### src/rtl/video_timing_pattern_gen.sv
// Raster timing and test-pattern source for the TMDS path.
// Optional: define PATTERN_SCROLL_EN for per-frame scrolling of ramp/checker.
module video_timing_pattern_gen #(
  parameter int H_ACTIVE = 640,
  parameter int H_FP     = 16,
  parameter int H_SYNC   = 96,
  parameter int H_BP     = 48,
  parameter int V_ACTIVE = 480,
  parameter int V_FP     = 10,
  parameter int V_SYNC   = 2,
  parameter int V_BP     = 33,
  parameter int HS_POL   = 1,
  parameter int VS_POL   = 1
) (
  input  logic        clk,
  input  logic        rst,
  input  logic        en,
  input  logic [2:0]  pattern_sel,
  input  logic [23:0] solid_rgb,
  output logic [10:0] sx,
  output logic [10:0] sy,
  output logic        hsync,
  output logic        vsync,
  output logic        screen_area,
  output logic [7:0]  red,
  output logic [7:0]  green,
  output logic [7:0]  blue,
  output logic        frame_start
);

  localparam int H_TOTAL = H_ACTIVE + H_FP + H_SYNC + H_BP;
  localparam int V_TOTAL = V_ACTIVE + V_FP + V_SYNC + V_BP;

  localparam logic [10:0] HT_M1  = 11'(H_TOTAL - 1);
  localparam logic [10:0] VT_M1  = 11'(V_TOTAL - 1);
  localparam logic [10:0] HA     = 11'(H_ACTIVE);
  localparam logic [10:0] VA     = 11'(V_ACTIVE);
  localparam logic [10:0] HS_BEG = 11'(H_ACTIVE + H_FP);
  localparam logic [10:0] HS_END = 11'(H_ACTIVE + H_FP + H_SYNC);
  localparam logic [10:0] VS_BEG = 11'(V_ACTIVE + V_FP);
  localparam logic [10:0] VS_END = 11'(V_ACTIVE + V_FP + V_SYNC);
  localparam logic [10:0] BAR_M1 = 11'(H_ACTIVE / 8 - 1);
  localparam logic [10:0] THIRD1 = 11'(H_ACTIVE / 3);
  localparam logic [10:0] THIRD2 = 11'(2 * H_ACTIVE / 3);
  localparam logic        HSP    = (HS_POL != 0);
  localparam logic        VSP    = (VS_POL != 0);

  logic [10:0] hx, vy;
  logic [2:0]  pat, pat_eff;
  logic        en_d;
  logic [2:0]  bar_idx;
  logic [10:0] bar_px;
  logic        line_end, frame_end;
  logic [7:0]  px;
  logic        act_n, hs_n, vs_n;
  logic [23:0] rgb_n, bar_rgb;

  assign line_end  = (hx == HT_M1);
  assign frame_end = line_end && (vy == VT_M1);
  // The first enabled cycle already shows the newly requested pattern.
  assign pat_eff   = (en && !en_d) ? pattern_sel : pat;

`ifdef PATTERN_SCROLL_EN
  logic [7:0] frame_cnt;

  // Frame counter advances once per completed frame.
  always_ff @(posedge clk or posedge rst) begin
    if (rst)
      frame_cnt <= 8'd0;
    else if (en && frame_end)
      frame_cnt <= frame_cnt + 8'd1;
  end

  assign px = hx[7:0] + frame_cnt;
`else
  assign px = hx[7:0];
`endif

  // Raster counters, held at the origin while disabled.
  always_ff @(posedge clk or posedge rst) begin
    if (rst) begin
      hx <= 11'd0;
      vy <= 11'd0;
    end else if (!en) begin
      hx <= 11'd0;
      vy <= 11'd0;
    end else begin
      hx <= line_end ? 11'd0 : hx + 11'd1;
      if (line_end)
        vy <= (vy == VT_M1) ? 11'd0 : vy + 11'd1;
    end
  end

  // Bar index tracks hx, stepping every BAR_W pixels and saturating at 7.
  always_ff @(posedge clk or posedge rst) begin
    if (rst) begin
      bar_idx <= 3'd0;
      bar_px  <= 11'd0;
    end else if (!en || line_end) begin
      bar_idx <= 3'd0;
      bar_px  <= 11'd0;
    end else if (bar_px == BAR_M1) begin
      bar_px  <= 11'd0;
      if (bar_idx != 3'd7)
        bar_idx <= bar_idx + 3'd1;
    end else begin
      bar_px  <= bar_px + 11'd1;
    end
  end

  // Pattern selection is latched only at frame boundaries or on enable.
  always_ff @(posedge clk or posedge rst) begin
    if (rst) begin
      pat  <= 3'd0;
      en_d <= 1'b0;
    end else begin
      en_d <= en;
      if (en && (!en_d || frame_end))
        pat <= pattern_sel;
    end
  end

  // Bar colour lookup.
  always_comb begin
    bar_rgb = 24'h000000;
    case (bar_idx)
      3'd0:    bar_rgb = 24'hFFFFFF;
      3'd1:    bar_rgb = 24'hFFFF00;
      3'd2:    bar_rgb = 24'h00FFFF;
      3'd3:    bar_rgb = 24'h00FF00;
      3'd4:    bar_rgb = 24'hFF00FF;
      3'd5:    bar_rgb = 24'hFF0000;
      3'd6:    bar_rgb = 24'h0000FF;
      default: bar_rgb = 24'h000000;
    endcase
  end

  // Timing flags and pixel colour for the current counter position.
  always_comb begin
    act_n = (hx < HA) && (vy < VA);
    hs_n  = (hx >= HS_BEG && hx < HS_END) ? HSP : ~HSP;
    vs_n  = (vy >= VS_BEG && vy < VS_END) ? VSP : ~VSP;
    rgb_n = 24'h000000;
    if (act_n) begin
      case (pat_eff)
        3'd0: rgb_n = solid_rgb;
        3'd1: rgb_n = bar_rgb;
        3'd2: rgb_n = (px[5] ^ vy[5]) ? 24'h000000 : 24'hFFFFFF;
        3'd3: rgb_n = {px, px, px};
        3'd4: begin
          if (hx < THIRD1)
            rgb_n = 24'hFF0000;
          else if (hx < THIRD2)
            rgb_n = 24'h00FF00;
          else
            rgb_n = 24'h0000FF;
        end
        default: rgb_n = 24'h000000;
      endcase
    end
  end

  // Output register stage; everything leaves aligned one cycle later.
  always_ff @(posedge clk or posedge rst) begin
    if (rst) begin
      sx          <= 11'd0;
      sy          <= 11'd0;
      hsync       <= ~HSP;
      vsync       <= ~VSP;
      screen_area <= 1'b0;
      red         <= 8'd0;
      green       <= 8'd0;
      blue        <= 8'd0;
      frame_start <= 1'b0;
    end else if (!en) begin
      sx          <= 11'd0;
      sy          <= 11'd0;
      hsync       <= ~HSP;
      vsync       <= ~VSP;
      screen_area <= 1'b0;
      red         <= 8'd0;
      green       <= 8'd0;
      blue        <= 8'd0;
      frame_start <= 1'b0;
    end else begin
      sx          <= hx;
      sy          <= vy;
      hsync       <= hs_n;
      vsync       <= vs_n;
      screen_area <= act_n;
      red         <= rgb_n[23:16];
      green       <= rgb_n[15:8];
      blue        <= rgb_n[7:0];
      frame_start <= (hx == 11'd0) && (vy == 11'd0);
    end
  end

endmodule
### config.mk
export PLATFORM = sky130hd
export DESIGN_NAME = video_timing_pattern_gen
export DESIGN_NICKNAME = d
export VERILOG_FILES = /design/src/rtl/video_timing_pattern_gen.sv
export SDC_FILE = /design/constraint.sdc
export NUM_CORES = 1
export LEC_CHECK = 0
export BUFFER_PORTS_ARGS = -buffer_cell sky130_fd_sc_hd__buf_2
export CAP_MARGIN = 20
export CELL_PAD_IN_SITES_DETAIL_PLACEMENT = 1
export CELL_PAD_IN_SITES_GLOBAL_PLACEMENT = 2
export CORE_AREA = 2 2 113 115
export CTS_BUF_LIST = sky130_fd_sc_hd__clkbuf_4
export CTS_CLUSTER_DIAMETER = 40
export DETAILED_ROUTE_END_ITERATION = 10
export DIE_AREA = 0 0 115 117
export PLACE_DENSITY = 0.8
export SKIP_CTS_REPAIR_TIMING = 1
export SLEW_MARGIN = 10
export SYNTH_ARGS = -nofsm -noshare
export SYNTH_HDL_FRONTEND = slang
export SYNTH_SLANG_ARGS = --single-unit
### constraint.sdc
create_clock -name clk -period 3.42 [get_ports clk]
set_input_delay 0.171 -clock clk [delete_from_list [all_inputs] [get_ports clk]]
set_output_delay 0.171 -clock clk [all_outputs]
set_load 0.01 [all_outputs]
# Word level (Yosys, flattened, before mapping)
# Cells that the tools add are included.
[op_classes] magnitude_cmp=8 reduce_logical=18 n_eq_ne=15 n_addsub=4 n_bitwise=1 muxes=28
[ops] operator="$pmux W24 S7" count=1
[ops] operator="$pmux W24 S5" count=1
[ops] operator="$mux W11" count=9
[ops] operator="$mux W24" count=3
[ops] operator="$add A11 B1 Y11 const B" count=3
[ops] operator="$lt A11 B9 Y1 const B" count=3
[ops] operator="$mux W8" count=3
[ops] operator="$eq A11 B10 Y1 const B" count=2
[ops] operator="$logic_not A11 Y1" count=2
[ops] operator="$lt A11 B10 Y1 const B" count=2
[ops] operator="$mux W16" count=1
[ops] operator="$eq A3 B2 Y1 const B" count=4
[ops] operator="$eq A3 B3 Y1 const B" count=4
[ops] operator="$mux W3" count=4
[ops] operator="$eq A11 B7 Y1 const B" count=1
[ops] operator="$ge A11 B10 Y1 const B" count=1
[ops] operator="$ge A11 B9 Y1 const B" count=1
[ops] operator="$lt A11 B8 Y1 const B" count=1
[ops] operator="$logic_and A1 B1 Y1" count=7
[ops] operator="$eq A3 B1 Y1 const B" count=2
[ops] operator="$logic_not A3 Y1" count=2
[ops] operator="$mux W1" count=6
[ops] operator="$reduce_bool A2 Y1" count=2
[ops] operator="$add A3 B1 Y3 const B" count=1
[ops] operator="6 further kinds" count=8
[word_totals] out_inout_bits=50 in_bits=30 elab_cells=89 reg_bits=90

# Depth between registers and ports, before layout
# Gate-level depths: netlist of the first run.
[logic_depth] depth_word=7 ltp_mapped=8 mapped_depth_nobuf=7

# Least setup slack after synthesis of the first run
# OpenSTA, ideal clock, no wires.
[synth_path] path_type="register to register" from="reg bar_idx[0]" to="reg blue[0]" arrival_ns=2.026 synth_period_minus_slack_ns=2.153 required_time_ns=3.293 path_buffers=0 setup_ns=0.127 path_stages_with_launch=8 slack_ns=1.267 path_cell_list="dfrtp_1 -> inv_1 -> ha_1 -> or2_2 -> or3_1 -> a32oi_2 -> a31oi_1 -> or2_2"
[synth_between] elab_chain_cells=5 elab_cells_between_ends=11 cone_classes="6 x eq/ne; 4 x mux; 1 x reduce/logical"
[synth_rtl] item="from (decl)" line="51" text="logic [2:0] bar_idx;"
[synth_rtl] item="from (signal assigned)" line="105" text="bar_idx <= bar_idx + 3'd1;"
[synth_rtl] item="$eq A3 B3 Y1 (tied with other cells)" line="126" text="case (bar_idx)"
[synth_rtl] item="$pmux W24 S7 *" line="126"
[synth_rtl] item="$pmux W24 S5 *" line="145" text="case (pat_eff)"
[synth_rtl] item="$mux W24 *" line="144" text="if (act_n) begin"
[synth_rtl] item="$mux W8 *" line="175" text="end else if (!en) begin"
[synth_rtl] item="to (signal assigned)" line="193" text="blue <= rgb_n[7:0];"
[synth_rtl] item="to (decl)" line="27" text="output logic [7:0] blue,"
# Mark *: on every way between the ends. The rest lies on a longest branch, timed or not.
# A chain may end at the register's enable or synchronous reset.

# Worst setup path in the final report of the first run
[layout_path] from="reg bar_idx[0]" to="reg blue[4]"
# The elaborated chain is that of the path after synthesis.

==> results of run 1 <==
layout by cell type, fill, tap and decap left out, types with 11 or more instances in the layout:
| cell | n |
|---|---|
| sky130_fd_sc_hd__nand3_1 | 16 |
| sky130_fd_sc_hd__xor2_1 | 15 |
| sky130_fd_sc_hd__a31oi_1 | 24 |
| sky130_fd_sc_hd__dfrtp_1 | 90 |
| sky130_fd_sc_hd__nand2_1 | 45 |
| sky130_fd_sc_hd__inv_1 | 14 |
| sky130_fd_sc_hd__nor2_1 | 39 |
| sky130_fd_sc_hd__or2_2 | 19 |
| sky130_fd_sc_hd__ha_1 | 11 |
| sky130_fd_sc_hd__xnor2_1 | 13 |
| sky130_fd_sc_hd__buf_2 | 79 |
| sky130_fd_sc_hd__and2_1 | 26 |
routing by layer:
layer	track usage, %	up-vias	share of wire [%]
met5	0	-	0
met4	5.78	0	1.6
met3	4.48	12	3.6
met2	28.2	52	51
met1	21.6	1674	43
li1	-	1560	-
kinds of logic (layout without fill, tap and decap cells):
logic type | Yosys count | in the layout
AO/OA/AOI/OAI | 47 | 47
XOR/XNOR | 28 | 28
adder cells (fa/ha/maj) | 11 | 11
buffers and inverters | 37 | 118
flip-flops | 90 | 90
multiplexers | 7 | 7
AND/OR/NAND/NOR | 199 | 199
cell type report:
| class | instances | area (um2) |
|---|---|---|
| fillers | 1442 | 7280 |
| flip-flops and latches | 90 | 2250 |
| multi-input cells | 292 | 1860 |
| repair buffers | 87 | 485 |
| well taps | 150 | 188 |
| clock inverters | 6 | 105 |
| clock buffers | 10 | 75.1 |
| inverters | 15 | 57.6 |
state kept, by name, summed over array words and instances, names as in the netlist, 8 cells and up:
name and cells:
sx 11, hx 11, green 8, red 8, vy 11, bar_px 11, sy 11, blue 8
worst max-delay path: cells and delay by family (launching register included):
family	cells	cell delay [ps]
adder cells (fa/ha/maj)	1	200
buffers and inverters	1	110
AND/OR/NAND/NOR	3	960
flip-flops	1	440
AO/OA/AOI/OAI	2	610
worst max path at each step:
stage	from	end	depth (start not counted)
after global routing	bar_idx[0]$_DFFE_PP0P_	blue[3]$_DFF_PP0_	7
final	bar_idx[0]$_DFFE_PP0P_	blue[4]$_DFF_PP0_	7
after detailed placement	en	red[1]$_DFF_PP0_	6
after global placement	en	red[2]$_DFF_PP0_	6
after CTS	bar_idx[0]$_DFFE_PP0P_	blue[3]$_DFF_PP0_	7
after floorplan	rst	bar_idx[0]$_DFFE_PP0P_	1
power by group through the flow:
stage                     Combinational [mW]  Clock, mW  Sequential, mW
after floorplan                        0.161          0            1.18
after global placement                 0.274          0            1.16
after detailed placement               0.281          0            1.17
after CTS                              0.282      0.766            1.14
after global routing                   0.321      0.815            1.15
final                                  0.284      0.741            1.14
==> flow_summary.yaml, run 1 <==
final_layout:
  postLayoutCellArea_mm2: 0.00503
  final_util_pct: 40.8
  nNetsFinal: 536
  antennaDiodeCount: 0
  drive_gt1_share_pct: 26.6
  flow.area_growth_from_synthesis_pct: 17.3
  final-instance-count-excl-fill: 650
outcome:
  status: "complete, no violations"
yosys:
  share_of_synthesized_area_occupied_by_flip_flops_and_latches_pct: 52.6
  post_synthesis_instance_area_mm2: 0.00428
  dominant_cell_type_by_area_after_synthesis: "sky130_fd_sc_hd__dfrtp_1"
  avgSynthCellArea_um2: 10.2
  ys_top_cells_by_area: "sky130_fd_sc_hd__dfrtp_1 53%, sky130_fd_sc_hd__nand2_1 3.9%, sky130_fd_sc_hd__and2_1 3.8%"
  synthAdderAreaFrac_pct: 3.21
  synth.top_cell.area_share_pct: 52.6
  post_synth_mux_area_share_pct: 2.02
  fraction_of_synthesized_cell_area_in_xor_and_xnor_cells_pct: 5.72
  synthesis.nets: 460
  postSynthRegisterBits: 90
  area_fraction_in_and_or_nand_and_nor_cells_after_synthesis_pct: 24.8
  synth.most_common_cell: "sky130_fd_sc_hd__dfrtp_1"
  netlist-cell-type-count: 47
  combinational_family_with_the_most_area_after_synthesis: "simple AND/OR/NAND/NOR gates"
  yosysWarningCount: 0
  synth_top_flop_cell: "sky130_fd_sc_hd__dfrtp_1"
  compound_gate_portion_of_the_synthesized_area_pct: 7.80
  post_synth_inst_count: 419
  netlist_top_cells_count: "90 x sky130_fd_sc_hd__dfrtp_1, 45 x sky130_fd_sc_hd__nand2_1, 39 x sky130_fd_sc_hd__nor2_1"
  synth_edf_count: 0
  synth-async-reset-ratio_pct: 100
power_and_ir_drop:
  power_per_cell_area_mw_per_mm2: 431
  pwr-share-clk_pct: 34.2
  combinationalPowerShare_pct: 13.1
  internal_power_mw: 1.60
  final_total_pwr_mw: 2.17
  static-leakage-power_nw: 2.51
  ir_drop_mv: 0.167
  switching_share_pct: 26.0
  p_seq_share_pct: 52.7
  power_switching_uw: 564
placement:
  sum_of_net_half_perimeters_after_detailed_placement_um: 7800
  placed_cells: 629
  post_dp_cell_area_mm2: 0.00478
  routabilityCongestion: 0.837
  dp_slack_ps: 919
  port_buffers: 79
clock_tree:
  tritoncts_buffer_count: 9
  htree_num_levels: 3
  clock_sinks: 90
  root_buffer: "sky130_fd_sc_hd__clkbuf_4"
  clockBufferDepth: 2
  cts_tree: "yes"
  clk_pin_slew_ps: 140
  clock_insertion_delay_worst_skew_ps: 470
critical_path:
  cp_cell_sequence: "inv_1, ha_1, or2_2, or3_1, a32oi_2, a31oi_1, or2_2"
  crit_arrival_ps: 2780
  cp_slowest_cell: "sky130_fd_sc_hd__a32oi_2"
  cp-end-kind: "flop"
  timing.critical_path.fanout_max: 8
  cp_data_required_time_ps: 3770
  critical-path-max-stage-delay_ps: 470
  reg2reg_setup_slack_ps: 990
  timing.rr.start: "bar_idx[0]$_DFFE_PP0P_"
  critical_path.startpoint_type: "flop"
  crit-reg2reg-capture: "blue[4]$_DFF_PP0_"
  path_class: "reg -> reg"
  rr_worst_depth: 7
  crit_path_frequent_cell: "sky130_fd_sc_hd__or2_2"
routing:
  drc: 0
  drt_wl_total_um: 10700
  wl_per_cell_um: 16.4
  dr.pass1.iters: 4
  antenna_violating_nets_post_route: 0
  drt_iter0_markers: 187
  dr_total_vias: 3298
  routed_via_density: 5.07
floorplan:
  floorplan.io_pins: 80
  die_x_um: 115
  rows: 41
  die_area_mm2: 0.0135
  fp.coreArea_mm2: 0.0123
  die_height_um: 117
  initial_core_util_pct: 34.8
global_route:
  initial_antenna_violation_count: 0
  global_route.overflow_total: 0
  grt_pass1_wl_um: 17300
  grt_pass1_vias: 3322
  groute.usage.overall_pct: 17.0
  grt_start_max_net_pins: 59
timing:
  whs_ps: 86.2
  tightestPinTransition_ps: 748
  max_freq_ghz: 0.412
  fin_crit_sh_pct: 71.0
  setup_violations: 0
  rsz0062_at_grt: "no"
  final.setup.tns_ps: 0
  slew_violations: 0
  period_minus_slack_ps: 2430
  post-route-worst-setup-slack_ps: 992
  count_of_final_hold_check_violations: 0
  slew_headroom_pct: 50.0
  clock_skew_ps: 16.6
hold_path:
  worst_hold_path.num_cells: 4
  min_from: "solid_rgb[20]"
  hold_path.class: "in -> reg"
  timing.hold.worst_endpoint: "red[4]$_DFF_PP0_"
flow_run:
  maxCapViolCount: 0
(Power assumes the default switching activity.)
==> run 2: changes to the inputs <==
clock period = 2.45 ns   (was 3.42 ns; I/O delays follow)
==> flow_summary.yaml, run 2 (synthesis results as in run 1) <==
final_layout:
  final-instance-count-excl-fill: 668
  fillers: 1425
  nNetsFinal: 554
  drive_gt1_share_pct: 29.3
  multi_input_comb_area_mm2: 0.00189
  layout.cells.most_common: "sky130_fd_sc_hd__dfrtp_1"
  flow.area_growth_from_synthesis_pct: 20.4
  antennaDiodeCount: 0
  most-common-layout-cells: "90 x sky130_fd_sc_hd__dfrtp_1, 79 x sky130_fd_sc_hd__buf_2, 45 x sky130_fd_sc_hd__nand2_1"
  final-seq-area_mm2: 0.00225
  final_util_pct: 41.9
routing:
  drt_wl_total_um: 10900
  drt_iter0_markers: 115
  antenna_violating_nets_post_route: 0
  dr.pass1.iters: 4
  drc: 0
  wl_per_cell_um: 16.3
  dr_total_vias: 3345
  routed_via_density: 5.01
timing:
  post-route-worst-setup-slack_ps: 146
  max_freq_ghz: 0.434
  whs_ps: 50.5
  slew_violations: 0
  fin_crit_sh_pct: 94.0
  period_minus_slack_ps: 2300
  tightestPinTransition_ps: 779
  count_of_final_hold_check_violations: 0
  slew_headroom_pct: 48.0
  clock_skew_ps: 18.2
  setup_violations: 0
  final.setup.tns_ps: 0
  rsz0062_at_grt: "no"
critical_path:
  crit_path_frequent_cell: "sky130_fd_sc_hd__or2_2"
  timing.critical_path.fanout_max: 8
  critical_path.top_delay_family: "simple AND/OR/NAND/NOR gates"
  critical_path.startpoint_type: "flop"
  cp-end-kind: "flop"
  cp_data_required_time_ps: 2810
  critical-path-max-stage-delay_ps: 410
  path_class: "reg -> reg"
  buffer_and_inverter_count_on_the_worst_path: 1
  crit_arrival_ps: 2660
  cp_cell_sequence: "inv_1, ha_1, or2_2, or3_4, a32oi_4, a31oi_1, or2_2"
  cp_slowest_cell: "sky130_fd_sc_hd__dfrtp_1"
floorplan:
  rows: 41
  die_x_um: 115
  initial_core_util_pct: 34.8
  fp.coreArea_mm2: 0.0123
  floorplan.io_pins: 80
  die_height_um: 117
  die_area_mm2: 0.0135
power_and_ir_drop:
  static-leakage-power_nw: 2.59
  power_per_cell_area_mw_per_mm2: 570
  ir_drop_mv: 0.227
clock_tree:
  cts_tree: "yes"
  clock_sinks: 90
  clock_insertion_delay_worst_skew_ps: 460
  tritoncts_buffer_count: 9
  root_buffer: "sky130_fd_sc_hd__clkbuf_4"
  clk_pin_slew_ps: 140
  clockBufferDepth: 2
  htree_num_levels: 3
placement:
  routabilityCongestion: 0.782
  placed_cells: 646
  sum_of_net_half_perimeters_after_detailed_placement_um: 8030
  port_buffers: 79
  dp_slack_ps: 72.4
flow_run:
  maxCapViolCount: 0
global_route:
  initial_antenna_violation_count: 0
  groute.usage.overall_pct: 17.0
  global_route.overflow_total: 0
  grt_start_max_net_pins: 37
  grt_pass1_wl_um: 17400
  grt_pass1_vias: 3322
hold_path:
  hold_path.class: "in -> reg"
outcome:
  status: "complete, no violations"
-- run 2: changes by cell type in the layout (fill, tap and decap cells not counted) --
| cell | previous run | this run |
|---|---|---|
| sky130_fd_sc_hd__a32oi_4 | 0 | 2 |
| sky130_fd_sc_hd__clkinv_1 | 2 | 1 |
| sky130_fd_sc_hd__buf_4 | 3 | 20 |
| sky130_fd_sc_hd__or3_1 | 4 | 3 |
| sky130_fd_sc_hd__bufinv_16 | 3 | 2 |
| sky130_fd_sc_hd__dlygate4sd3_1 | 4 | 5 |
| sky130_fd_sc_hd__a32oi_2 | 2 | 0 |
| sky130_fd_sc_hd__buf_12 | 0 | 1 |
| sky130_fd_sc_hd__or3_4 | 1 | 2 |
| sky130_fd_sc_hd__clkinv_2 | 1 | 4 |
| sky130_fd_sc_hd__clkbuf_4 | 10 | 9 |
| sky130_fd_sc_hd__buf_16 | 1 | 0 |
-- run 2: power by group --
| group | internal [mW] | switching [mW] |
|---|---|---|
| combinational | 0.188 | 0.249 |
| sequential | 1.55 | 0.0344 |
| clock | 0.404 | 0.508 |
-- run 2: layout make-up --
| type | count | area share, % |
|---|---|---|
| Sequential cell | 90 | 43.7 |
| Multi-Input combinational cell | 292 | 36.7 |
| Timing Repair Buffer | 105 | 11.9 |
| Tap cell | 150 | 3.64 |
| Clock inverter | 7 | 1.63 |
| Clock buffer | 9 | 1.31 |
| Inverter | 15 | 1.16 |
-- run 2: per-layer routing --
| metal | share of wire (%) | up-vias | track usage, % |
|---|---|---|---|
| li1 | - | 1602 | - |
| met1 | 45 | 1693 | 23.0 |
| met2 | 51 | 39 | 27.7 |
| met3 | 1.8 | 11 | 2.63 |
| met4 | 1.7 | 0 | 6.59 |
| met5 | 0 | - | 0 |
-- run 2: tightest hold or removal path, stage by stage --
cell	delay [ps]
sky130_fd_sc_hd__buf_2	70
sky130_fd_sc_hd__nand2_1	50
sky130_fd_sc_hd__a31oi_1	140
sky130_fd_sc_hd__or2_2	100
-- run 2: stage by stage --
stage	instance area, um2	total power, mW
floorplan	4290	1.87
global placement	4920	2.03
detailed placement	4920	2.05
CTS	5070	2.97
global route	5160	3.09
finish	5160	2.94
-- run 2: path summary, 6_finish.rpt --
path / from / endpoint / slack [ps] / cells past startpoint
worst max-delay path: bar_idx[0]$_DFFE_PP0P_ / green[3]$_DFF_PP0_ / 150 / 7
worst min register to register: bar_px[0]$_DFF_PP0_ / bar_px[0]$_DFF_PP0_ / 510 / 1
worst max register to register: bar_idx[0]$_DFFE_PP0P_ / green[3]$_DFF_PP0_ / 150 / 7
min in group asynchronous: rst / hx[8]$_DFF_PP0_ / 340 / 3
worst min-delay path: solid_rgb[6] / blue[6]$_DFF_PP0_ / 50 / 4
max in group asynchronous: rst / vy[2]$_DFFE_PP0N_ / 1370 / 4
==> run 3: changes to the inputs <==
CORE_AREA = 2 2 93 139   (was 2 2 113 115)
DIE_AREA = 0 0 95 141   (was 0 0 115 117)
==> flow_summary.yaml, run 3 (synthesis results as in run 1) <==
power_and_ir_drop:
  internal_power_mw: 2.15
  switching_share_pct: 26.5
  power_switching_uw: 774
  static-leakage-power_nw: 2.59
  final_total_pwr_mw: 2.92
  pwr-share-clk_pct: 30.7
  p_seq_share_pct: 54.3
  ir_drop_mv: 0.229
  power_per_cell_area_mw_per_mm2: 565
  combinationalPowerShare_pct: 15.0
hold_path:
  worst_hold_path.num_cells: 4
  hold_path.class: "in -> reg"
  timing.hold.worst_endpoint: "red[4]$_DFF_PP0_"
  min_from: "solid_rgb[20]"
floorplan:
  die_height_um: 141
  initial_core_util_pct: 34.8
  fp.coreArea_mm2: 0.0123
  die_x_um: 95
  floorplan.io_pins: 80
  die_area_mm2: 0.0134
  rows: 50
placement:
  placed_cells: 652
  sum_of_net_half_perimeters_after_detailed_placement_um: 8630
  dp_slack_ps: -2.14
  routabilityCongestion: 0.853
  port_buffers: 79
clock_tree:
  cts_tree: "yes"
  clock_insertion_delay_worst_skew_ps: 450
  tritoncts_buffer_count: 9
  htree_num_levels: 3
  clock_sinks: 90
  clockBufferDepth: 2
  clk_pin_slew_ps: 130
  root_buffer: "sky130_fd_sc_hd__clkbuf_4"
final_layout:
  most-common-layout-cells: "90 x sky130_fd_sc_hd__dfrtp_1, 79 x sky130_fd_sc_hd__buf_2, 45 x sky130_fd_sc_hd__nand2_1"
  final_util_pct: 41.9
  nNetsFinal: 554
  drive_gt1_share_pct: 29.4
  final-instance-count-excl-fill: 674
  layout.cells.most_common: "sky130_fd_sc_hd__dfrtp_1"
  fillers: 1450
  flow.area_growth_from_synthesis_pct: 20.6
timing:
  period_minus_slack_ps: 2340
  count_of_final_hold_check_violations: 0
  max_freq_ghz: 0.428
  post-route-worst-setup-slack_ps: 112
  tightestPinTransition_ps: 724
  rsz0062_at_grt: "no"
  setup_violations: 0
  fin_crit_sh_pct: 95.4
  clock_skew_ps: 17.0
  slew_headroom_pct: 51.4
  slew_violations: 0
  whs_ps: 46.0
routing:
  dr.pass1.iters: 4
  wl_per_cell_um: 16.8
  met2WireLength_um: 6370
  drt_wl_total_um: 11300
  drt_iter0_markers: 88
  dr_total_vias: 3313
  detailroute.wirelength.met3_um: 384
  detail_route.wirelength.met1_um: 4300
  route.top_layer_used: "met4"
  drc: 0
  antenna_violating_nets_post_route: 0
  routed_via_density: 4.92
global_route:
  global_route.overflow_total: 0
  grt_start_max_net_pins: 35
  grt_pass1_wl_um: 18300
  grt_pass1_vias: 3520
  groute.usage.overall_pct: 18.0
  initial_antenna_violation_count: 1
outcome:
  status: "complete, no violations"
critical_path:
  cp_slowest_cell: "sky130_fd_sc_hd__dfrtp_1"
  critical_path.top_delay_family: "simple AND/OR/NAND/NOR gates"
  buffer_and_inverter_count_on_the_worst_path: 1
  timing.critical_path.from: "bar_idx[0]$_DFFE_PP0P_"
  crit_path_frequent_cell: "sky130_fd_sc_hd__ha_1"
  cp-end-kind: "flop"
  critical-path-max-stage-delay_ps: 420
  rr_worst_depth: 7
  reg2reg_setup_slack_ps: 110
  crit-reg2reg-capture: "blue[0]$_DFF_PP0_"
  critical_path.startpoint_type: "flop"
  cp_data_required_time_ps: 2770
  timing.rr.start: "bar_idx[0]$_DFFE_PP0P_"
  timing.critical_path.fanout_max: 8
  cp.depth: 7
  cp_cell_sequence: "buf_4, ha_1, ha_1, or3_4, a32oi_4, a31oi_1, or2_2"
  crit_arrival_ps: 2660
  path_class: "reg -> reg"
flow_run:
  maxCapViolCount: 0
==> run 3: cell types whose count changed in the layout (fill, tap and decap cells not counted) <==
| cell | change |
|---|---|
| sky130_fd_sc_hd__clkinv_2 | -2 |
| sky130_fd_sc_hd__buf_4 | +1 |
| sky130_fd_sc_hd__clkinv_4 | +1 |
| sky130_fd_sc_hd__diode_2 | +1 |
| sky130_fd_sc_hd__dlygate4sd3_1 | -1 |
==> run 3: how the worst max path moves through the flow <==
stage                     slack, ps            endpoint
after floorplan                 300   blue[0]$_DFF_PP0_
after CTS                       -30  green[2]$_DFF_PP0_
after global routing              2  green[0]$_DFF_PP0_
after global placement          150   blue[4]$_DFF_PP0_
final                           110   blue[0]$_DFF_PP0_
after detailed placement         -2  green[6]$_DFF_PP0_
==> run 3: power by group through the flow <==
stage,Clock (mW),Combinational [mW],Sequential [mW]
after floorplan,0,0.224,1.64
after global routing,1.01,0.492,1.59
after CTS,0.936,0.436,1.59
final,0.897,0.439,1.58
after global placement,0,0.420,1.61
after detailed placement,0,0.434,1.61
==> run 3: metrics by stage <==
| step | TNS (ps) | area [um2] |
|---|---|---|
| global route | 0 | 5160 |
| detailed placement | -2.14 | 4930 |
| global placement | 0 | 4930 |
| floorplan | 0 | 4290 |
| finish | 0 | 5160 |
| CTS | -126 | 5080 |
==> run 3: cell type report <==
type	instances	area, um2	area share (%)
antenna	1	2.50	0.0484
clock buffer	9	67.6	1.31
clock inverter	6	82.6	1.60
inverter	15	60.1	1.16
multi-input combinational	292	1890	36.6
sequential	90	2250	43.6
tap	156	195	3.78
timing repair buffer	105	613	11.9
==> run 3: per-layer routing <==
metal / vias up / GRT usage, %
li1: 1592 / -
met1: 1639 / 19.9
met2: 71 / 33.1
met3: 11 / 2.89
met4: 0 / 7.63
met5: - / 0
==> run 3: worst min-delay path: stages <==
cell                      delay [ps]
sky130_fd_sc_hd__buf_2            70
sky130_fd_sc_hd__nand2_1          40
sky130_fd_sc_hd__a31oi_1         130
sky130_fd_sc_hd__or2_1           100
